$ cat config.mk
export PLATFORM = sky130hd
export DESIGN_NAME = bcd_timer_ctrl
export DESIGN_NICKNAME = d
export VERILOG_FILES = /design/src/rtl/bcd_timer_pkg.sv /design/src/rtl/bcd_digit.sv /design/src/rtl/bcd_timer_ctrl.sv
export SDC_FILE = /design/constraint.sdc
export NUM_CORES = 1
export LEC_CHECK = 0
export ABC_CLOCK_PERIOD_IN_PS = 10400
export BUFFER_PORTS_ARGS = -buffer_cell sky130_fd_sc_hd__buf_2
export CORE_AREA = 8 8 51 53
export CTS_BUF_LIST = sky130_fd_sc_hd__clkbuf_16
export CTS_CLUSTER_DIAMETER = 40
export DETAILED_ROUTE_END_ITERATION = 10
export DIE_AREA = 0 0 59 61
export HOLD_SLACK_MARGIN = 0.1
export PLACE_DENSITY_LB_ADDON = 0.12
export SLEW_MARGIN = 40
export SYNTH_ARGS = -nofsm -noshare
export SYNTH_HDL_FRONTEND = slang
export SYNTH_HIERARCHICAL = 1
export SYNTH_SLANG_ARGS = --single-unit
$ cat constraint.sdc
create_clock -name clk_i -period 10.4 [get_ports clk_i]
set_clock_uncertainty 0.1 [all_clocks]
set_input_delay 2.08 -clock clk_i [delete_from_list [all_inputs] [get_ports clk_i]]
set_output_delay 2.08 -clock clk_i [all_outputs]
set_load 0.005 [all_outputs]
$ cat src/rtl/bcd_timer_pkg.sv
// Shared definitions for the BCD timer controller: controller states,
// BCD digit constants and a digit clamp helper.
package bcd_timer_pkg;

  typedef enum logic [1:0] {
    IDLE  = 2'd0,
    RUN   = 2'd1,
    PAUSE = 2'd2,
    DONE  = 2'd3
  } state_e;

  localparam logic [3:0] BCD_MAX  = 4'd9;
  localparam logic [3:0] BCD_ZERO = 4'd0;

  // A non-decimal nibble (A..F) behaves as the largest decimal digit.
  function automatic logic [3:0] clampDigit(input logic [3:0] digit);
    return (digit > BCD_MAX) ? BCD_MAX : digit;
  endfunction

endpackage

$ cat src/rtl/bcd_digit.sv
// One decimal digit: 4-bit modulo-10 counter with synchronous clear,
// count enable and a carry that fires when the digit rolls 9 -> 0.
module bcd_digit
  import bcd_timer_pkg::*;
(
  input  logic       clk_i,
  input  logic       rst_ni,
  input  logic       en_i,
  input  logic       clr_i,
  output logic [3:0] value_o,
  output logic       carry_o
);

  logic [3:0] value_q, value_d;

  // Next digit value: clear dominates, otherwise advance and roll over at 9.
  always_comb begin
    value_d = value_q;
    if (clr_i) begin
      value_d = BCD_ZERO;
    end else if (en_i) begin
      value_d = (value_q >= BCD_MAX) ? BCD_ZERO : value_q + 4'd1;
    end
  end

  // Digit register with synchronous active-low reset.
  always_ff @(posedge clk_i) begin
    if (!rst_ni) begin
      value_q <= BCD_ZERO;
    end else begin
      value_q <= value_d;
    end
  end

  assign value_o = value_q;
  assign carry_o = en_i && !clr_i && (value_q >= BCD_MAX);

endmodule

$ cat src/rtl/bcd_timer_ctrl.sv
// Two-digit BCD timer controller with start/stop/clear commands and a
// terminal-count done pulse. Optional lap capture register is built when
// the macro BCD_TIMER_LAP_EN is defined.
module bcd_timer_ctrl
  import bcd_timer_pkg::*;
#(
  parameter bit AUTO_RELOAD = 1'b0
) (
  input  logic       clk_i,
  input  logic       rst_ni,
  input  logic       start_i,
  input  logic       stop_i,
  input  logic       clear_i,
  input  logic       tick_i,
  input  logic [7:0] limit_i,
`ifdef BCD_TIMER_LAP_EN
  input  logic       lap_req_i,
  output logic [7:0] lap_o,
`endif
  output logic [3:0] ones_o,
  output logic [3:0] tens_o,
  output logic       busy_o,
  output logic       done_o
);

  state_e     state_q, state_d;
  logic       busy_q, busy_d;
  logic       done_q, done_d;
  logic       tickTaken;
  logic       countEn;
  logic       countClr;
  logic       onesCarry;
  logic       tensCarry;
  logic [3:0] ones;
  logic [3:0] tens;
  logic [7:0] effLimit;
  logic       atLimit;

  // Both digits are valid BCD, so a plain binary compare orders them
  // correctly; ">=" also catches a limit lowered below the current count.
  assign effLimit = {clampDigit(limit_i[7:4]), clampDigit(limit_i[3:0])};
  assign atLimit  = {tens, ones} >= effLimit;

  // Command decode and next state: clear beats stop, stop beats start,
  // and a tick only counts where the timer is (or is becoming) running.
  always_comb begin
    state_d   = state_q;
    done_d    = 1'b0;
    tickTaken = 1'b0;
    countEn   = 1'b0;
    countClr  = 1'b0;
    if (clear_i) begin
      state_d  = IDLE;
      countClr = 1'b1;
    end else if (stop_i) begin
      if (state_q == RUN) begin
        state_d = PAUSE;
      end
    end else begin
      unique case (state_q)
        IDLE:    if (start_i) state_d = RUN;
        RUN:     tickTaken = tick_i;
        PAUSE: begin
          if (start_i) begin
            state_d   = RUN;
            tickTaken = tick_i;
          end
        end
        DONE:    if (start_i) state_d = RUN;
        default: state_d = IDLE;
      endcase
      if (tickTaken) begin
        if (atLimit) begin
          countClr = 1'b1;
          done_d   = 1'b1;
          state_d  = AUTO_RELOAD ? RUN : DONE;
        end else begin
          countEn = 1'b1;
        end
      end
    end
    busy_d = (state_d == RUN) || (state_d == PAUSE);
  end

  // State and registered status flags; a tens rollover can only come from
  // a 99 terminal count, so it is folded into done as a backstop.
  always_ff @(posedge clk_i) begin
    if (!rst_ni) begin
      state_q <= IDLE;
      busy_q  <= 1'b0;
      done_q  <= 1'b0;
    end else begin
      state_q <= state_d;
      busy_q  <= busy_d;
      done_q  <= done_d | tensCarry;
    end
  end

  bcd_digit u_ones (
    .clk_i   (clk_i),
    .rst_ni  (rst_ni),
    .en_i    (countEn),
    .clr_i   (countClr),
    .value_o (ones),
    .carry_o (onesCarry)
  );

  bcd_digit u_tens (
    .clk_i   (clk_i),
    .rst_ni  (rst_ni),
    .en_i    (onesCarry),
    .clr_i   (countClr),
    .value_o (tens),
    .carry_o (tensCarry)
  );

`ifdef BCD_TIMER_LAP_EN
  logic [7:0] lap_q;

  // Lap snapshot of the running count; cleared with the timer.
  always_ff @(posedge clk_i) begin
    if (!rst_ni) begin
      lap_q <= 8'h00;
    end else if (clear_i) begin
      lap_q <= 8'h00;
    end else if (lap_req_i && ((state_q == RUN) || (state_q == PAUSE))) begin
      lap_q <= {tens, ones};
    end
  end

  assign lap_o = lap_q;
`endif

  assign ones_o = ones;
  assign tens_o = tens;
  assign busy_o = busy_q;
  assign done_o = done_q;

endmodule

==> impl_metrics.json, run 1 <==
{
  "yosys.area.top_type_share_pct": 24.84,
  "synth_most_common_cell": "ha_1",
  "hp-start": "u_ones/value_o[1]",
  "cts_resized": 0,
  "max_freq_mhz": 195.4,
  "synth_top_cell_by_area": "dfxtp_1",
  "die_x_um": 59,
  "drt_first_iter_violations": 13,
  "synth.area.top_cells": "dfxtp_1, ha_1, nor2_1",
  "clock_latency_ns": 0.24,
  "vdd_drop_max_mv": 0.07810,
  "syn_nets": 146,
  "via_per_inst": 5.018,
  "synthFlopType": "dfxtp_1",
  "slowest_stage": "nor3_1",
  "crit_arrival_ns": 5.19,
  "crit_family": "simple AND/OR/NAND/NOR gates",
  "coreArea_sq_mm": 0.001842,
  "numCtsBuffers": 3,
  "dieHeight_um": 61,
  "min_path_type": "flip-flop to flip-flop",
  "power_frac_clock_pct": 54.0,
  "final_util_pct": 64.88,
  "avgSynthCellArea_sq_um": 8.559,
  "p_int_uw": 103.5,
  "cts_buffer_depth": 2,
  "nNetsFinal": 174,
  "overflow": 0,
  "synth_edf_count": 0,
  "track_usage_pct": 13.12,
  "seq_power_share_pct": 36.1,
  "drt_wl_total_um": 2150,
  "combPwrFrac_pct": 9.9,
  "numPortBuffers": 23,
  "drcViolationCount": 0,
  "holdBufCountCts": 0,
  "syn_inst": 113,
  "dpl_worst_slack_ns": 5.068,
  "sw_frac_of_total_pct": 20.63,
  "start_util_pct": 52.51,
  "ios": 24,
  "max_stage_delay_ns": 0.54,
  "switchingPower_uw": 26.92,
  "hpwl_um": 1772,
  "dr_total_vias": 838,
  "ys_seq_area_share_pct": 24.84,
  "num_rows": 16,
  "period_minus_slack_ns": 5.119,
  "p_total_uw": 130.5,
  "max_cap_viol_count": 0,
  "start_kind": "input pin",
  "grt_pass1_vias": 898,
  "n_antenna_cell": 0,
  "dieArea_sq_mm": 0.003599,
  "reg2reg_to": "done_o",
  "cts-htree-levels": 1,
  "power_density_mw_per_mm2": 109.2,
  "cp_max_fo": 5,
  "drive_gt1_share_pct": 25.71,
  "drtPass1Iterations": 4,
  "yosys_register_bits": 12,
  "timing.final.crit_share_pct": 49.22,
  "tightest_slew_ns": 0.5976,
  "syn-cell-area_sq_um": 967.2,
  "async_flop_share_pct": 0,
  "setup_slack_ns": 5.281,
  "grt_max_degree": 8,
  "antenna_found_initial": 0,
  "synth_common_cells": "ha_1, nor2_1, dfxtp_1, nand2_1, inv_1",
  "maxSlewViolCount": 0,
  "post-cts-setup-buffers": 0,
  "ys.warnings.count": 6,
  "routedWlPerCell_um": 12.87,
  "cp_num_buf_inv": 1,
  "hold_viol_final": 0,
  "antenna_left": 0,
  "slew_headroom_pct": 59.85,
  "grt_pass1_wl_um": 3691,
  "min_path_cells": 2,
  "ctsRootBufferMaster": "clkbuf_16",
  "regToRegSetupSlack_ns": 6.92,
  "status": "completed",
  "cp.required_ns": 10.47,
  "p_leak_nw": 0.5633,
  "cts_tree": "yes",
  "path_cells": "buf_2, o21ai_0, nand2b_1, ha_1, nand2b_1, a2111oi_0, o31ai_1, nor2_1, nand2_1, nor3_1, nand2_1, nor3_1, a21oi_1, nor2b_1",
  "whs_endpoint": "u_ones/value_o[1]",
  "routabilityCongestion": 0.7693,
  "crit_type": "input pin to flip-flop",
  "synth_cell_types": 28,
  "areaGrowthSynthToFinish_pct": 23.54,
  "r2r_cells": 12,
  "clock_sinks": 12,
  "endpoint_kind": "flip-flop",
  "rsz0062_at_grt": "false",
  "finalSetupTns_ns": 0,
  "rr_startpoint": "u_ones/value_o[0]",
  "setup_viol": 0,
  "clkSlewWorstSetupHoldPaths_ns": 0.04
}
[power by group through the flow]
| stage | combinational, mW | clock (mW) | sequential (mW) |
|---|---|---|---|
| 2_1_floorplan | 0.00784 | 0 | 0.0479 |
| 3_3_place_gp | 0.0122 | 0 | 0.0480 |
| 3_5_place_dp | 0.0129 | 0 | 0.0480 |
| 4_1_cts | 0.0130 | 0.0717 | 0.0471 |
| 5_1_grt | 0.0147 | 0.0751 | 0.0472 |
| 6_report | 0.0129 | 0.0705 | 0.0471 |
[how the worst max path moves through the flow]
stage	from	to	cells past startpoint
floorplan	limit_i[2]	done_o	13
global placement	limit_i[2]	done_o	14
detailed placement	limit_i[2]	done_o	14
CTS	limit_i[2]	done_o	14
global route	limit_i[2]	done_o	14
finish	limit_i[2]	done_o	14
[layout by cell type, fill, tap and decap left out, types with 2 or more instances in the layout]
cell type  Yosys  layout
clkbuf_16      0       3
nand2b_1       2       2
nor3_1         2       2
o21a_1         2       2
o21ai_2        2       2
xor2_1         5       5
mux2i_1        2       2
nand4_1        3       3
dfxtp_1       12      12
nor3b_2        2       2
a31oi_2        2       2
xnor2_1        2       2
ha_1          19      19
a21oi_1        5       5
buf_2          0      23
and2_1         2       2
inv_1         10      10
nor2b_1        3       3
a21o_1         2       2
nor2_1        15      15
nand2_1       12      12
[stage by stage]
| stage | cell area [sq um] | hold slack (ns) | cells |
|---|---|---|---|
| global route | 1195 | 0.5385 | 167 |
| global placement | 1116 | 0.4742 | 163 |
| floorplan | 967.2 | 0.4486 | 113 |
| CTS | 1195 | 0.5049 | 167 |
| detailed placement | 1116 | 0.4935 | 163 |
| finish | 1195 | 0.5003 | 167 |
[registers in the layout, summed over array words and instances (netlist names)]
| signal | cells |
|---|---|
| done_o | 1 |
| u_ones/value_o | 4 |
| busy_o | 1 |
| u_tens/value_o | 4 |
| state_q | 2 |
[cells by family (layout without fill, tap and decap cells)]
| family | after synthesis | count (layout) | synth area share, % |
|---|---|---|---|
| flops | 12 | 12 | 24.84 |
| xor+xnor | 7 | 7 | 6.339 |
| fa+ha+maj | 19 | 19 | 24.58 |
| buf+inv | 10 | 37 | 3.881 |
| simple gates | 46 | 46 | 25.23 |
| compound gates | 17 | 17 | 13.06 |
| mux | 2 | 2 | 2.070 |
[per-layer routing]
metal | vias to the layer above | GRT usage [%] | routed length [um]
li1 | 438 | - | -
met1 | 386 | 13.13 | 897
met2 | 10 | 25.55 | 1145
met3 | 4 | 3.602 | 84
met4 | 0 | 4.096 | 23
met5 | - | 0 | 0
[area by class of cell]
type	instances	area [sq um]
Inverter	10	37.54
Multi-Input combinational cell	91	689.4
Clock inverter	1	3.754
Tap cell	27	33.78
Timing Repair Buffer	23	115.1
Sequential cell	12	240.2
Fill cell	181	646.9
Clock buffer	3	75.07
[worst register-to-register path, delay by kind of cell (launching register included)]
kind	cells	cell delay (ns)
AND/OR/NAND/NOR	7	1.76
flip-flops	1	0.45
buffers and inverters	1	0.08
adder cells (fa/ha/maj)	1	0.29
AO/OA/AOI/OAI	3	0.74
Note: power is estimated with default switching activity, not from simulation.
==> run 2, diff against run 1 <==
Settings changed: ABC_CLOCK_PERIOD_IN_PS 10400 to 4290, CORE_AREA 8 8 51 53 to 8 8 55 57, DIE_AREA 0 0 59 61 to 0 0 63 65.
Clock period 10.4 ns to 4.29 ns, I/O delays scaled along.
==> impl_metrics.json, run 2 (synthesis gave the netlist of run 1 again) <==
{
  "die_x_um": 63,
  "max_cap_viol_count": 0,
  "grt_pass1_vias": 848,
  "cts_resized": 0,
  "numPortBuffers": 23,
  "start_kind": "input pin",
  "max_freq_mhz": 285.6,
  "dr_total_vias": 828,
  "n_antenna_cell": 0,
  "overflow": 0,
  "layout_commonest_cell": "buf_2",
  "hpwl_um": 1692,
  "fillCellCount": 214,
  "status": "completed",
  "hold_viol_final": 0,
  "grt.met3_usage_pct": 5.155,
  "via_per_inst": 4.899,
  "seq_power_share_pct": 36.2,
  "clkSlewWorstSetupHoldPaths_ns": 0.04,
  "power_frac_clock_pct": 54.0,
  "slew_headroom_pct": 60.15,
  "tightest_slew_ns": 0.5827,
  "power_density_mw_per_mm2": 262.1,
  "ctsRootBufferMaster": "clkbuf_16",
  "drcViolationCount": 0,
  "drt_wl_total_um": 2006,
  "timing.final.crit_share_pct": 81.61,
  "start_util_pct": 45.02,
  "finalSetupTns_ns": 0,
  "dieHeight_um": 65,
  "antenna_found_initial": 0,
  "met1_usage_pct": 10.31,
  "areaGrowthSynthToFinish_pct": 24.45,
  "sw_frac_of_total_pct": 20.46,
  "dieArea_sq_mm": 0.004095,
  "maxSlewViolCount": 0,
  "endpoint_kind": "flip-flop",
  "track_usage_pct": 10.53,
  "rr_startpoint": "u_ones/value_o[0]",
  "cts_buffer_depth": 2,
  "clock_sinks": 12,
  "grt_pass1_wl_um": 3560,
  "cp_max_fo": 5,
  "setup_viol": 0,
  "rsz0062_at_grt": "false",
  "p_leak_nw": 0.5687,
  "post-cts-setup-buffers": 0,
  "period_minus_slack_ns": 3.501,
  "use_met2_pct": 19.46,
  "switchingPower_uw": 64.53,
  "crit_arrival_ns": 3.58,
  "mostFrequentLayoutCells": "buf_2, ha_1, nor2_1",
  "reg2reg_to": "done_o",
  "routabilityCongestion": 0.7491,
  "numCtsBuffers": 3,
  "routedWlPerCell_um": 11.87,
  "crit_type": "input pin to flip-flop",
  "drive_gt1_share_pct": 26.24,
  "min_path_type": "flip-flop to flip-flop",
  "whs_ns": 0.4966,
  "nNetsFinal": 175,
  "holdBufCountCts": 0,
  "clock_latency_ns": 0.24,
  "cp.required_ns": 4.37,
  "ios": 24,
  "cts_tree": "yes",
  "num_rows": 17,
  "top_usage_layer": "met2",
  "cts-htree-levels": 1,
  "p_int_uw": 250.9,
  "vdd_drop_max_mv": 0.2401,
  "antenna_left": 0,
  "drt_first_iter_violations": 14,
  "coreArea_sq_mm": 0.002148,
  "grt_max_degree": 8,
  "r2r_cells": 13,
  "hp-start": "u_ones/value_o[3]",
  "min_path_cells": 2,
  "whs_endpoint": "u_ones/value_o[3]",
  "regToRegSetupSlack_ns": 1.18,
  "drtPass1Iterations": 4,
  "combPwrFrac_pct": 9.8
}
[run 2: changes by cell type in the layout (fill, tap and decap cells not counted), sizes merged]
cell / change
buf: +1
[run 2: worst max-delay path, stage by stage]
cell and delay [ns]:
buf_2 0.10, o21ai_0 0.14, nand2b_1 0.07, ha_1 0.26, nand2b_1 0.14, a2111oi_0 0.56, o31ai_1 0.14, nor2_1 0.34
nand2_1 0.14, nor3_1 0.19, buf_4 0.17, nand2_1 0.08, nor3_1 0.22, a21oi_1 0.06, nor2b_1 0.10
[run 2: worst max-delay path by stage]
stage,start,slack (ns),endpoint
4_1_cts,limit_i[2],0.77,done_o
5_1_grt,limit_i[2],0.50,done_o
3_3_place_gp,limit_i[2],0.57,done_o
2_1_floorplan,limit_i[2],0.72,done_o
6_report,limit_i[2],0.79,done_o
3_5_place_dp,limit_i[2],0.52,done_o
[run 2: power by group through the flow]
| stage | Combinational (mW) | Clock, mW | Sequential [mW] |
|---|---|---|---|
| global placement | 0.0297 | 0 | 0.116 |
| floorplan | 0.0190 | 0 | 0.116 |
| detailed placement | 0.0306 | 0 | 0.116 |
| finish | 0.0308 | 0.170 | 0.114 |
| global route | 0.0354 | 0.180 | 0.114 |
| CTS | 0.0312 | 0.175 | 0.114 |
[run 2: final cells by class]
type	count	area, sq um	area share (%)
sequential	12	240.2	19.96
inverter	10	37.54	3.119
multi-input combinational	91	689.4	57.28
timing repair buffer	24	122.6	10.19
clock buffer	3	75.07	6.237
clock inverter	1	3.754	0.3119
tap	28	35.03	2.911
[run 2: per-layer routing]
metal / wire (um) / up-vias
li1: - / 438
met1: 829 / 375
met2: 1044 / 12
met3: 117 / 3
met4: 14 / 0
met5: 0 / -
[run 2: per-stage QoR]
step                      setup WS (ns)  cell area [sq um]  power (mW)  cells  util (%)
final                            0.7890               1204      0.3154    169     56.03
after global routing             0.5046               1204      0.3299    169     56.03
after CTS                        0.7699               1204      0.3200    169     56.03
after detailed placement         0.5159               1125      0.1469    165     52.36
after global placement           0.5739               1125      0.1460    165     52.36
after floorplan                  0.7178              967.2      0.1352    113         -
